[src/rtl/mem_map_pkg.sv]
// Shared constants and pipeline tag type for the mapped memory stage.
package mem_map_pkg;

  localparam int DATA_W_DEF   = 24;
  localparam int ADDR_W_DEF   = 18;
  localparam int LOCAL_AW_DEF = 17;

  // Default memory map: image buffer, sine table (ROM, no port B), work RAM.
  localparam int IMAGE_BASE = 0;
  localparam int IMAGE_SIZE = 90000;
  localparam int SIN_BASE   = 90000;
  localparam int SIN_SIZE   = 300;
  localparam int RAM_BASE   = 90300;
  localparam int RAM_SIZE   = 16384;

  // Wide enough for the maximum of 8 regions.
  localparam int TAG_REGION_W = 3;

  typedef struct packed {
    logic                    valid;
    logic                    wb;
    logic                    rd;
    logic                    fault;
    logic [TAG_REGION_W-1:0] region;
  } mem_tag_t;

  // Region index width, never below one bit.
  function automatic int idx_width(input int n);
    return (n > 1) ? $clog2(n) : 1;
  endfunction

endpackage

[src/rtl/memory_stage_mapped_region_decoder.sv]
// Combinational address decoder: global address to {hit, region index, local address}.
module region_decoder #(
  parameter int ADDR_W      = 18,
  parameter int LOCAL_AW    = 17,
  parameter int NUM_REGIONS = 3,
  parameter int IDX_W       = 2,
  parameter logic [NUM_REGIONS*ADDR_W-1:0] REGION_BASE = '0,
  parameter logic [NUM_REGIONS*ADDR_W-1:0] REGION_SIZE = '0
) (
  input  logic [ADDR_W-1:0]   addr,
  output logic                hit,
  output logic [IDX_W-1:0]    index,
  output logic [LOCAL_AW-1:0] local_addr
);

  // Scan from the highest index down so the lowest matching region wins.
  always_comb begin
    logic [ADDR_W-1:0] base;
    logic [ADDR_W-1:0] size;
    logic [ADDR_W-1:0] diff;
    logic              in_range;
    hit        = 1'b0;
    index      = '0;
    local_addr = '0;
    base       = '0;
    size       = '0;
    diff       = '0;
    in_range   = 1'b0;
    for (int i = NUM_REGIONS - 1; i >= 0; i--) begin
      base     = REGION_BASE[i*ADDR_W +: ADDR_W];
      size     = REGION_SIZE[i*ADDR_W +: ADDR_W];
      // One extra bit so base+size cannot wrap at the top of the map.
      in_range = ({1'b0, addr} >= {1'b0, base}) &&
                 ({1'b0, addr} <  ({1'b0, base} + {1'b0, size}));
      diff       = addr - base;
      hit        = hit | in_range;
      index      = in_range ? IDX_W'(i) : index;
      local_addr = in_range ? diff[LOCAL_AW-1:0] : local_addr;
    end
  end

endmodule

[src/rtl/memory_stage_mapped.sv]
// Memory stage: decodes port A loads/stores and a port B read stream onto
// per-region memory macros, and realigns results with the macro read latency.
module memory_stage_mapped
  import mem_map_pkg::*;
#(
  parameter int DATA_W      = DATA_W_DEF,
  parameter int ADDR_W      = ADDR_W_DEF,
  parameter int LOCAL_AW    = LOCAL_AW_DEF,
  parameter int NUM_REGIONS = 3,
  parameter int RD_LATENCY  = 2,
  parameter logic [NUM_REGIONS*ADDR_W-1:0] REGION_BASE =
    {ADDR_W'(RAM_BASE), ADDR_W'(SIN_BASE), ADDR_W'(IMAGE_BASE)},
  parameter logic [NUM_REGIONS*ADDR_W-1:0] REGION_SIZE =
    {ADDR_W'(RAM_SIZE), ADDR_W'(SIN_SIZE), ADDR_W'(IMAGE_SIZE)},
  parameter logic [NUM_REGIONS-1:0] REGION_WRITABLE = 3'b100,
  parameter logic [NUM_REGIONS-1:0] REGION_HAS_B    = 3'b101
) (
  input  logic                            clk,
  input  logic                            rst,
  input  logic                            valid_in,
  input  logic                            writeback_enable,
  input  logic                            read_enable,
  input  logic                            write_enable,
  input  logic [DATA_W-1:0]               alu_result,
  input  logic [DATA_W-1:0]               write_data_a,
  output logic                            valid_out,
  output logic                            writeback_enable_out,
  output logic                            read_enable_out,
  output logic [DATA_W-1:0]               result,
  output logic                            fault_a,
  input  logic                            b_req,
  input  logic [ADDR_W-1:0]               b_addr,
  output logic                            b_ready,
  output logic                            b_valid,
  output logic [DATA_W-1:0]               b_data,
  output logic                            b_fault,
  output logic [NUM_REGIONS*LOCAL_AW-1:0] mem_addr_a,
  output logic [NUM_REGIONS-1:0]          mem_rden_a,
  output logic [NUM_REGIONS-1:0]          mem_wren_a,
  output logic [DATA_W-1:0]               mem_wdata_a,
  input  logic [NUM_REGIONS*DATA_W-1:0]   mem_q_a,
  output logic [NUM_REGIONS*LOCAL_AW-1:0] mem_addr_b,
  output logic [NUM_REGIONS-1:0]          mem_rden_b,
  input  logic [NUM_REGIONS*DATA_W-1:0]   mem_q_b
);

  localparam int IDX_W = idx_width(NUM_REGIONS);

  logic                   a_hit;
  logic [IDX_W-1:0]       a_idx;
  logic [LOCAL_AW-1:0]    a_local;
  logic                   b_hit;
  logic [IDX_W-1:0]       b_idx;
  logic [LOCAL_AW-1:0]    b_local;
  logic [NUM_REGIONS-1:0] a_sel;
  logic [NUM_REGIONS-1:0] b_sel;
  logic                   a_op;
  logic                   a_wr;
  logic                   a_rd;
  logic                   a_fault;
  logic                   b_has_port;
  logic                   b_conflict;
  logic                   b_accept;
  mem_tag_t               a_next;
  mem_tag_t               b_next;
  mem_tag_t               a_tag [RD_LATENCY];
  mem_tag_t               b_tag [RD_LATENCY];
  logic [DATA_W-1:0]      a_val [RD_LATENCY];
  mem_tag_t               a_last;
  mem_tag_t               b_last;
  logic [DATA_W-1:0]      a_q;
  logic [DATA_W-1:0]      b_q;
  logic                   b_tag_unused;

  region_decoder #(
    .ADDR_W(ADDR_W), .LOCAL_AW(LOCAL_AW), .NUM_REGIONS(NUM_REGIONS), .IDX_W(IDX_W),
    .REGION_BASE(REGION_BASE), .REGION_SIZE(REGION_SIZE)
  ) u_dec_a (
    .addr(alu_result[ADDR_W-1:0]), .hit(a_hit), .index(a_idx), .local_addr(a_local)
  );

  region_decoder #(
    .ADDR_W(ADDR_W), .LOCAL_AW(LOCAL_AW), .NUM_REGIONS(NUM_REGIONS), .IDX_W(IDX_W),
    .REGION_BASE(REGION_BASE), .REGION_SIZE(REGION_SIZE)
  ) u_dec_b (
    .addr(b_addr), .hit(b_hit), .index(b_idx), .local_addr(b_local)
  );

  // Store wins when both read and write are requested.
  assign a_op = valid_in & (read_enable | write_enable);
  assign a_wr = a_op & write_enable;
  assign a_rd = a_op & ~write_enable;

  // One-hot region selects for both ports.
  always_comb begin
    a_sel = '0;
    b_sel = '0;
    for (int i = 0; i < NUM_REGIONS; i++) begin
      a_sel[i] = a_hit & (a_idx == IDX_W'(i));
      b_sel[i] = b_hit & (b_idx == IDX_W'(i));
    end
  end

  assign a_fault    = a_op & (~a_hit | (a_wr & ~(|(a_sel & REGION_WRITABLE))));
  assign b_has_port = |(b_sel & REGION_HAS_B);
  // A region without its own port B borrows port A, so it yields to port A.
  assign b_conflict = a_op & (|(a_sel & b_sel));
  assign b_accept   = ~rst & b_req & (~b_hit | b_has_port | ~b_conflict);
  assign b_ready    = b_accept;

  assign mem_wdata_a = write_data_a;

  // Per-region macro controls; an accepted port B read on a no-B region takes port A.
  always_comb begin
    mem_addr_a = '0;
    mem_addr_b = '0;
    mem_rden_a = '0;
    mem_wren_a = '0;
    mem_rden_b = '0;
    for (int i = 0; i < NUM_REGIONS; i++) begin
      mem_wren_a[i] = ~rst & a_wr & a_sel[i] & REGION_WRITABLE[i];
      mem_rden_a[i] = (~rst & a_rd & a_sel[i]) |
                      (b_accept & b_sel[i] & ~REGION_HAS_B[i]);
      mem_addr_a[i*LOCAL_AW +: LOCAL_AW] =
        (b_accept & b_sel[i] & ~REGION_HAS_B[i]) ? b_local : a_local;
      mem_rden_b[i] = b_accept & b_sel[i] & REGION_HAS_B[i];
      mem_addr_b[i*LOCAL_AW +: LOCAL_AW] = b_local;
    end
  end

  // Tags entering the pipelines; idle cycles shift in zeros so outputs rest at 0.
  always_comb begin
    a_next        = '0;
    a_next.valid  = valid_in;
    a_next.wb     = valid_in & writeback_enable;
    a_next.rd     = a_rd;
    a_next.fault  = a_fault;
    a_next.region = TAG_REGION_W'(a_idx);
    b_next        = '0;
    b_next.valid  = b_accept;
    b_next.wb     = 1'b0;
    b_next.rd     = b_accept & b_hit;
    b_next.fault  = b_accept & ~b_hit;
    b_next.region = TAG_REGION_W'(b_idx);
  end

  // Tag shift registers matching the macro read latency; reset drops in-flight work.
  always_ff @(posedge clk) begin
    if (rst) begin
      for (int k = 0; k < RD_LATENCY; k++) begin
        a_tag[k] <= '0;
        b_tag[k] <= '0;
        a_val[k] <= '0;
      end
    end else begin
      a_tag[0] <= a_next;
      b_tag[0] <= b_next;
      a_val[0] <= valid_in ? alu_result : '0;
      for (int k = 1; k < RD_LATENCY; k++) begin
        a_tag[k] <= a_tag[k-1];
        b_tag[k] <= b_tag[k-1];
        a_val[k] <= a_val[k-1];
      end
    end
  end

  assign a_last       = a_tag[RD_LATENCY-1];
  assign b_last       = b_tag[RD_LATENCY-1];
  assign b_tag_unused = b_last.wb;

  assign valid_out            = a_last.valid;
  assign writeback_enable_out = a_last.wb;
  assign read_enable_out      = a_last.rd;
  assign fault_a              = a_last.fault;
  assign b_valid              = b_last.valid;
  assign b_fault              = b_last.fault;

  // Pick returning macro data for the tagged regions.
  always_comb begin
    a_q = '0;
    b_q = '0;
    for (int i = 0; i < NUM_REGIONS; i++) begin
      a_q = (a_last.region == TAG_REGION_W'(i)) ? mem_q_a[i*DATA_W +: DATA_W] : a_q;
      b_q = (b_last.region == TAG_REGION_W'(i)) ?
            (REGION_HAS_B[i] ? mem_q_b[i*DATA_W +: DATA_W] : mem_q_a[i*DATA_W +: DATA_W]) :
            b_q;
    end
  end

  assign result = ~a_last.rd   ? a_val[RD_LATENCY-1] :
                  a_last.fault ? '0 : a_q;
  assign b_data = b_last.rd ? b_q : '0;

endmodule

[config.mk]
export PLATFORM = sky130hd
export DESIGN_NAME = memory_stage_mapped
export DESIGN_NICKNAME = d
export VERILOG_FILES = /design/src/rtl/mem_map_pkg.sv /design/src/rtl/memory_stage_mapped_region_decoder.sv /design/src/rtl/memory_stage_mapped.sv
export SDC_FILE = /design/constraint.sdc
export NUM_CORES = 1
export LEC_CHECK = 0
export CORE_AREA = 3 3 155 157
export CTS_CLUSTER_SIZE = 14
export DETAILED_ROUTE_END_ITERATION = 10
export DIE_AREA = 0 0 158 160
export MAX_ROUTING_LAYER = met4
export PLACE_DENSITY = 0.65
export RECOVER_POWER = 100
export SETUP_SLACK_MARGIN = 0.3
export SYNTH_ARGS = -nofsm -noshare
export SYNTH_HDL_FRONTEND = slang
export SYNTH_SLANG_ARGS = --single-unit
[constraint.sdc]
create_clock -name clk -period 9.25 [get_ports clk]
set_input_delay 2.775 -clock clk [delete_from_list [all_inputs] [get_ports clk]]
set_output_delay 2.775 -clock clk [all_outputs]
set_load 0.03 [all_outputs]
==> results.sh <==
export IMPL_io_pins=407
export IMPL_yosysTopAreaCellShare_pct=24.0
export IMPL_htree_num_levels=3
export IMPL_path_common_cell="clkdlybuf4s50_1"
export IMPL_r2r_cells=1
export IMPL_core_sq_um=22600
export IMPL_synth_edf_count=0
export IMPL_maxCapViolations=1
export IMPL_num_nets_final=1265
export IMPL_post_place_ws_ns=0.246
export IMPL_finalClockSkew_ns=0.00326
export IMPL_cts_tree="done"
export IMPL_antenna_left=0
export IMPL_p_per_area_nw_per_um2=114
export IMPL_synth_ff_type="dfxtp_1"
export IMPL_cpMaxStageDelayCell="clkdlybuf4s50_1"
export IMPL_hold_viol=0
export IMPL_seq_area_frac_synth_pct=24.0
export IMPL_clk_latency_ns=0.31
export IMPL_synth_area_leader_cell="dfxtp_1"
export IMPL_hold_depth=1
export IMPL_cts_clk_slew_worst_paths_ns=0.05
export IMPL_timing_setup_tns_ns=0
export IMPL_worst_slack_ns=0.307
export IMPL_multi_input_area_sq_um=3500
export IMPL_synth_common_cells="buf_4, dfxtp_1, and2_1"
export IMPL_netlist_area_sq_um=5840
export IMPL_routed_wl_um=23100
export IMPL_start_kind="input pin"
export IMPL_grt_overflow=0
export IMPL_maxSlewHeadroom_pct=0.523
export IMPL_critPathMaxStageDelay_ns=0.66
export IMPL_synth_cell_types=68
export IMPL_instances_no_fill=1327
export IMPL_grt_pass1_wl_um=34500
export IMPL_status="finished with violations"
export IMPL_min_period_over_period_pct=96.7
export IMPL_fillers=2295
export IMPL_worstPathCellList="clkdlybuf4s50_1, ha_1, a21o_1, a2111oi_4, nor2_1, nand2_1, o21ai_0, buf_4, mux2_2, clkdlybuf4s50_1"
export IMPL_worstPathMaxFanout=11
export IMPL_clock_path_buffers=2
export IMPL_critPathCaptureType="primary output"
export IMPL_die_area_sq_um=25300
export IMPL_post_route_drc_count=0
export IMPL_die_w_um=158
export IMPL_hpwlAfterDp_um=18900
export IMPL_crit_type="in -> out"
export IMPL_synthArstFlopShare_pct=0
export IMPL_drive_gt1_share_pct=7.87
export IMPL_rsz0062_at_grt="false"
export IMPL_antenna_found_initial=0
export IMPL_yosysMostFrequentCell="buf_4"
export IMPL_setup_violations_final=0
export IMPL_leakage_nw=3.79
export IMPL_arrival_ns=6.17
export IMPL_ir_drop_mv=0.0598
export IMPL_syn_avg_cell_area_sq_um=7.47
export IMPL_critPathRequiredTime_ns=6.48
export IMPL_synth_area_top_cells="dfxtp_1, buf_4, mux2i_1"
export IMPL_ys_ff_latch=70
export IMPL_routabilityCongestion=0.902
export IMPL_cts_buffers=9
export IMPL_hold_class="reg -> reg"
export IMPL_whs_ns=0.431
export IMPL_period_minus_slack_ns=8.94
export IMPL_initial_utilization_pct=25.8
export IMPL_dr_first_iter_drc_count=370
export IMPL_ys_warn_count=0
export IMPL_first_global_vias=6308
export IMPL_syn_to_final_growth_pct=59.2
export IMPL_port_buffers=331
export IMPL_register_area_sq_um=1400
export IMPL_vias_per_cell=4.84
export IMPL_postCtsHoldBufs=0
export IMPL_syn_inst=782
export IMPL_grt_usage_pct=17.5
export IMPL_dp_cells=1311
export IMPL_violations="max-capacitance violations"
export IMPL_cts_sinks=70
export IMPL_clock_fmax_ghz=0.112
export IMPL_grt_max_degree=36
export IMPL_final_max_slew_violation_count=0
export IMPL_dieHeight_um=160
export IMPL_worst_slew_pin_slew_ns=1.49
export IMPL_fp_row_count=55
export IMPL_dr_pass1_iters=7
export IMPL_root_buffer="clkbuf_16"
export IMPL_antenna_diode_count=0
export IMPL_vias=6423
export IMPL_wl_per_cell_um=17.4
## cell type report
| class | instances | share of cell area, % |
|---|---|---|
| Clock buffer | 12 | 2.76 |
| Tap cell | 285 | 3.83 |
| Multi-Input combinational cell | 537 | 37.6 |
| Timing Repair Buffer | 376 | 38.7 |
| Clock inverter | 3 | 0.215 |
| Sequential cell | 70 | 15.1 |
| Inverter | 44 | 1.78 |
## final timing paths
path / startpoint / endpoint / slack (ns)
worst max-delay path: alu_result[2] / mem_addr_a[19] / 0.31
worst min-delay path: a_val[0][6] / a_val[0][30] / 0.43
worst max register to register: a_tag[0][0] / a_tag[0][7] / 8.66
worst min register to register: a_val[0][6] / a_val[0][30] / 0.43
## flip-flops by register name, summed over array words and instances, names as in the netlist
register  cells
a_tag        12
b_tag        10
a_val        48
## power breakdown
part,internal (mW),switching [mW],total [mW]
logic,0.191,0.242,0.433
registers,0.312,0.00417,0.316
clock network,0.194,0.113,0.306
total,0.697,0.359,1.06
## cells by family (layout without fill, tap and decap cells)
| kind of cell | Yosys count | in the layout | synth area share (%) |
|---|---|---|---|
| flip-flops | 70 | 70 | 24.0 |
| buffers and inverters | 177 | 435 | 16.6 |
| adder cells (fa/ha/maj) | 10 | 10 | 2.14 |
| multiplexers | 60 | 60 | 10.6 |
| AO/OA/AOI/OAI | 178 | 178 | 20.3 |
| AND/OR/NAND/NOR | 284 | 284 | 26.0 |
| other | 1 | 3 | 0.0642 |
| XOR/XNOR | 2 | 2 | 0.300 |
## metrics by stage
step	power (mW)	util (%)	cell area [sq um]
finish	1.06	41.1	9300
global route	1.11	41.1	9300
CTS	1.09	41.1	9310
detailed placement	0.775	39.9	9030
global placement	0.774	39.9	9030
floorplan	0.597	-	5850
## repair_timing
action | in CTS | in global routing
setup endpoints to repair | 9 | 29
resized for setup | 2 | 6
pin swaps | 0 | 2
setup buffers | 0 | 1
## cells in the final DEF, fill, tap and decap left out, drive strengths merged, types with 7 or more instances in the layout
master and count:
mux2i 50, nor2 59, clkdlybuf4s50 181, a211oi 7, inv 44, mux2 10
o22ai 24, dfxtp 70, o31ai 8, and2 62, clkbuf 21, o21ai 42
buf 42, nor2b 43, a21o 7, a21oi 42, dlygate4sd3 143, nand3 12
nand2 48, o211ai 7, nor3 14, ha 10, and3 9
## critical path, delay by kind of cell
| kind | cells | cell delay, ns |
|---|---|---|
| AO/OA/AOI/OAI | 3 | 0.68 |
| adder cells (fa/ha/maj) | 1 | 0.22 |
| buffers and inverters | 3 | 1.31 |
| multiplexers | 1 | 0.15 |
| AND/OR/NAND/NOR | 2 | 1.04 |
## routing by layer
layer | up-vias | share of wire (%) | track usage [%] | routed length [um]
li1 | 3130 | - | - | -
met1 | 2953 | 41 | 21.2 | 9450
met2 | 324 | 49 | 31.0 | 11400
met3 | 16 | 8.6 | 2.25 | 1980
met4 | 0 | 1.3 | 3.68 | 303
met5 | - | 0 | - | 0
(Power assumes the default switching activity.)
